===== src/rtl/spot_occupancy_tracker.sv =====
// -----------------------------------------------------------------------------
// spot_occupancy_tracker
//
// Purpose:
//   Front end of the parking-lot occupancy path. Each of the 8 raw spot sensors
//   is brought into the clk domain through a 2-flop synchroniser. It is then
//   debounced by a per-spot counter before it is allowed to change the clean
//   occupancy bitmap new_capacity. Every bitmap change is flagged with a
//   one-cycle update pulse and a mask of the bits that flipped. Registered
//   full/empty status is derived from the same next-state bitmap.
//
// Ports:
//   clk           in   1  single clock, rising edge
//   rst_n         in   1  asynchronous, active-low reset
//   sensor_raw    in   8  raw spot sensors (1 = car present), async to clk
//   freeze        in   1  1 = hold bitmap and all debounce counters
//   new_capacity  out  8  debounced occupancy bitmap (1 = occupied)
//   update_valid  out  1  one-cycle pulse when new_capacity takes a new value
//   changed_mask  out  8  bits of new_capacity that flipped at that update
//   lot_full      out  1  new_capacity == 8'hFF
//   lot_empty     out  1  new_capacity == 8'h00
//
// Update pulse semantics: update_valid is a valid-only strobe with no ready.
// It is high for exactly the one cycle after the edge where new_capacity
// changed. changed_mask is meaningful only while update_valid is high and is
// zero otherwise. The consumer must sample the strobe on that cycle; it is
// never held or repeated.
// -----------------------------------------------------------------------------
module spot_occupancy_tracker #(
  parameter int DEBOUNCE_CYCLES = 4,
  parameter int CNT_W           = 8
) (
  input  logic       clk,
  input  logic       rst_n,
  input  logic [7:0] sensor_raw,
  input  logic       freeze,
  output logic [7:0] new_capacity,
  output logic       update_valid,
  output logic [7:0] changed_mask,
  output logic       lot_full,
  output logic       lot_empty
);

  // Terminal count: a spot flips on the edge after it has already disagreed
  // for DEBOUNCE_CYCLES-1 consecutive synchronised samples.
  localparam logic [CNT_W-1:0] LP_CNT_MAX = CNT_W'(DEBOUNCE_CYCLES - 1);

  logic [7:0]            r_sync1;
  logic [7:0]            r_sync_s;
  logic [7:0][CNT_W-1:0] r_cnt;
  logic [7:0]            r_cap;
  logic                  r_valid;
  logic [7:0]            r_mask;
  logic                  r_full;
  logic                  r_empty;

  logic [7:0]            w_cap_next;
  logic [7:0][CNT_W-1:0] w_cnt_next;
  logic [7:0]            w_flip;

  // Per-spot debounce: any agreeing sample clears the count. The count
  // saturates at LP_CNT_MAX, where the bitmap bit takes the synchronised value
  // and the count restarts from zero.
  always_comb begin
    w_cap_next = r_cap;
    w_cnt_next = '0;
    for (int i = 0; i < 8; i++) begin
      if (r_sync_s[i] != r_cap[i]) begin
        if (r_cnt[i] < LP_CNT_MAX) begin
          w_cnt_next[i] = r_cnt[i] + CNT_W'(1);
        end else begin
          w_cap_next[i] = r_sync_s[i];
        end
      end
    end
  end

  assign w_flip = w_cap_next ^ r_cap;

  // Synchroniser runs regardless of freeze, so the first unfrozen edge sees
  // current sensor data.
  always_ff @(posedge clk or negedge rst_n) begin
    if (!rst_n) begin
      r_sync1  <= '0;
      r_sync_s <= '0;
    end else begin
      r_sync1  <= sensor_raw;
      r_sync_s <= r_sync1;
    end
  end

  always_ff @(posedge clk or negedge rst_n) begin
    if (!rst_n) begin
      r_cnt   <= '0;
      r_cap   <= '0;
      r_valid <= 1'b0;
      r_mask  <= '0;
      r_full  <= 1'b0;
      r_empty <= 1'b1;
    end else if (freeze) begin
      // Counters, bitmap and status hold. A count that would have completed
      // on this edge completes on the first unfrozen edge, provided the spot
      // still disagrees then.
      r_valid <= 1'b0;
      r_mask  <= '0;
    end else begin
      r_cnt   <= w_cnt_next;
      r_cap   <= w_cap_next;
      r_valid <= |w_flip;
      r_mask  <= w_flip;
      r_full  <= &w_cap_next;
      r_empty <= ~|w_cap_next;
    end
  end

  assign new_capacity = r_cap;
  assign update_valid = r_valid;
  assign changed_mask = r_mask;
  assign lot_full     = r_full;
  assign lot_empty    = r_empty;

endmodule

===== config.mk =====
export PLATFORM = sky130hd
export DESIGN_NAME = spot_occupancy_tracker
export DESIGN_NICKNAME = d
export VERILOG_FILES = /design/src/rtl/spot_occupancy_tracker.sv
export SDC_FILE = /design/constraint.sdc
export NUM_CORES = 1
export LEC_CHECK = 0
export ABC_AREA = 1
export CORE_ASPECT_RATIO = 1.4
export CORE_MARGIN = 8
export CORE_UTILIZATION = 60
export CTS_BUF_LIST = sky130_fd_sc_hd__clkbuf_4
export DETAILED_ROUTE_END_ITERATION = 12
export GPL_TIMING_DRIVEN = 0
export PLACE_DENSITY = 0.81
export SYNTH_ARGS = -nofsm -noshare
export SYNTH_HDL_FRONTEND = slang
export SYNTH_SLANG_ARGS = --single-unit
export TNS_END_PERCENT = 50

===== constraint.sdc =====
create_clock -name clk -period 3.8 [get_ports clk]
set_input_delay 0.76 -clock clk [delete_from_list [all_inputs] [get_ports clk]]
set_output_delay 0.76 -clock clk [all_outputs]
set_load 0.1 [all_outputs]

==> results by group <==
Run status
  • Outcome: finished clean

Global routing
  • GRT Total Usage: 16.1%
  • Global-route wire length before repair: 12000 µm
  • Via count of the first global-routing pass: 2662
  • Largest net degree at the start of global routing: 61
  • Initial antenna violation count: 0
  • GR Overflow Total: 0

Detailed routing
  • Drt via density: 4.97
  • Post-DRT Antenna Nets: 0
  • Vias: 2701
  • DRT Wirelength: 7160 µm
  • Avg WL per Cell: 13.2 µm
  • Iteration-0 DRC Markers: 178
  • DR DRC count: 0
  • 1st-pass router iterations: 4

Logic synthesis
  • Synth Instances: 424
  • Post-Synthesis Cell Area: 3990 µm²
  • Synth Area in Simple Gates: 19.5%
  • Ys Warns: 0
  • Ys flop type: dfrtp_1
  • Syn nets: 443
  • Largest family of logic cells by synthesized area: simple AND/OR/NAND/NOR gates
  • Mux contribution to synthesized area: 0.752%
  • Xor-xnor portion of the synthesized cell area: 1.75%
  • Ys async rst share: 100%
  • Post-synthesis register bit count: 99
  • Number of synthesized flops with an enable pin: 0
  • Sequential area share after synthesis: 62.1%
  • Synth Area in Adders: 2.51%
  • Synth Area in Compound Gates: 4.61%
  • Netlist cell types: 25
  • Mean area per synthesized cell: 9.42 µm²

Setup path
  • Worst reg-to-reg setup slack: 2.29 ns
  • Startpoint types: flip-flop
  • Required @ worst endpoint: 3.04 ns
  • Worst path bufs/invs: 1
  • Worst R2R Path Depth: 10
  • Setup CP Type: flip-flop to output pin
  • Top cell family by delay on the critical path: buffers and inverters
  • Max stage delay on crit path: 1.13 ns
  • Arr. time, crit path: 2.12 ns
  • Reg-to-reg endpoint: lot_empty
  • Crit path cell chain: clkdlybuf4s50_1
  • Max FO, Critical Path: 2
  • Crit. End Element: output pin
  • CP max-delay cell: clkdlybuf4s50_1
  • Worst flop-to-flop path startpoint: r_cnt[8]

Timing
  • Final Setup Violations: 0
  • Relative slew slack: 34.7%
  • Hold Vio Cnt, Final: 0
  • Worst Max-Slew Pin Slew: 0.976 ns
  • Tcrit/Tclk final: 75.8%
  • Final min period: 2.88 ns
  • Max Clock Skew: 0.0151 ns
  • RSZ-0062 raised after global routing: no
  • Fin. max-slew vios: 0
  • Final hold slack: 0.266 ns
  • Fmax: 0.347 GHz
  • Final TNS setup: 0 ns
  • Worst setup margin: 0.918 ns

Final layout
  • Storage cell area: 2480 µm²
  • Share of cells above drive strength 1: 8.94%
  • # diodes: 0
  • # fillers: 494
  • Most common cell after layout, fill and taps aside: nand2_1
  • Layout Utilization: 69.2%
  • Multi-input logic area: 1160 µm²
  • Non-Filler Instances: 544
  • Most frequent cells in the layout: nand2_1, dfrtp_1, inv_1, nor2_1, clkdlybuf4s50_1
  • Fin nets: 484
  • Area Growth Syn to Fin: 13.2%

Min path
  • Worst hold path type: primary input to asynchronous set/reset pin

Floorplanning
  • Die height: 113 µm
  • Die ar.: 9560 µm²
  • Die W: 84.9 µm
  • Starting Density: 61.2%
  • Io pins: 30
  • Row Count: 35
  • Core area: 6530 µm²

Place
  • Dpl hpwl: 5300 µm
  • Port bufs: 29
  • Pre-CTS WS: 1.40 ns
  • Placed cells: 528
  • Placer Congestion: 0.812

Clock network
  • Clk Latency, worst-skew pair: 0.44 ns
  • CTS root buf: clkbuf_4
  • CTS HTree Levels: 3
  • TritonCTS clock tree: yes
  • Post-cts sizing count: 0
  • Setup bufs post-CTS: 0
  • CTS hold repair buffers: 0
  • Worst-path clk slew: 0.14 ns
  • Inserted Clock Buffers: 9
  • Clock sinks: 99
  • CTS max path bufs: 2

Flow run
  • Max-Cap Viols: 0

Pwr
  • Leakage: 2.67 nW
  • Pwr Density: 605 nW/µm²
  • VDD IR max: 390 µV
-- power breakdown --
part           internal (mW)  switching [mW]  total [mW]
Sequential              1.18           0.113        1.30
Clock                  0.156           0.328       0.484
Combinational          0.276           0.674       0.950
Total                   1.62            1.12        2.73
-- state kept, by name (all words and copies together) (netlist names) --
register and count:
r_cnt 64, changed_mask 8, new_capacity 8, r_sync1 8
r_sync_s 8, lot_empty 1, lot_full 1, update_valid 1
-- cell usage after synthesis, types with 2 or more instances --
library cell	instances	area (µm²)
inv_1	75	282
nand4_1	2	12.5
clkbuf_1	2	7.51
dfrtp_1	98	2450
nand2_1	113	424
o21bai_1	3	22.5
ha_1	8	100
nand2_2	6	37.5
buf_2	6	30.0
xor2_1	8	70.1
o21ai_0	27	135
nor2_2	5	31.3
nor2_1	38	143
o21ai_1	3	15.0
nand3_1	13	65.1
nor2_4	3	33.8
buf_6	2	22.5
clkinv_1	3	11.3
mux2i_1	3	30.0
-- how the worst max path moves through the flow --
stage / from / end / slack, ns / depth (start not counted)
floorplan: new_capacity[2] / new_capacity[2] / 2.09 / 0
finish: lot_empty / lot_empty / 0.92 / 1
global route: lot_empty / lot_empty / 0.86 / 1
CTS: lot_empty / lot_empty / 0.90 / 1
detailed placement: lot_empty / lot_empty / 1.40 / 1
global placement: rst_n / r_cnt[61] / -1.40 / 1
-- metrics by stage --
stage	cell area [µm²]	total power [mW]
2_1_floorplan	3990	2.01
3_3_place_gp	4380	2.22
3_5_place_dp	4400	2.27
4_1_cts	4520	2.74
5_1_grt	4520	2.89
6_report	4520	2.73
-- layout make-up --
class,count,share of cell area (%)
Tap cell,74,2.05
Buffer,10,1.33
Clock buffer,12,1.99
Timing Repair Buffer,30,6.98
Multi-Input combinational cell,237,25.7
Sequential cell,99,54.9
Inverter,78,6.48
Clock inverter,4,0.609
-- worst register-to-register path: stages (launching register included) --
cell and delay, ns:
dfrtp_1 0.42, ha_1 0.20, inv_1 0.05, nand2_1 0.08, nor2_1 0.17, nand2_1 0.09
nand2_1 0.12, nand2_1 0.07, nor2_1 0.11, nand3_1 0.11, nand2_1 0.07
-- kinds of logic after synthesis --
| family | after synthesis |
|---|---|
| buffers and inverters | 88 |
| DFF | 99 |
| xor gates and xnor gates | 8 |
| and+or+nand+nor | 183 |
| muxes | 3 |
| adders and majority gates | 8 |
| AOI/OAI and AO/OA | 35 |
-- per-layer routing --
layer	routed length (µm)	vias to the layer above	global-route usage, %
li1	-	1351	-
met1	3060	1277	18.2
met2	3600	53	26.9
met3	275	20	4.53
met4	226	0	8.71
met5	0	-	0
No activity file was read; power rests on OpenSTA's default activity.
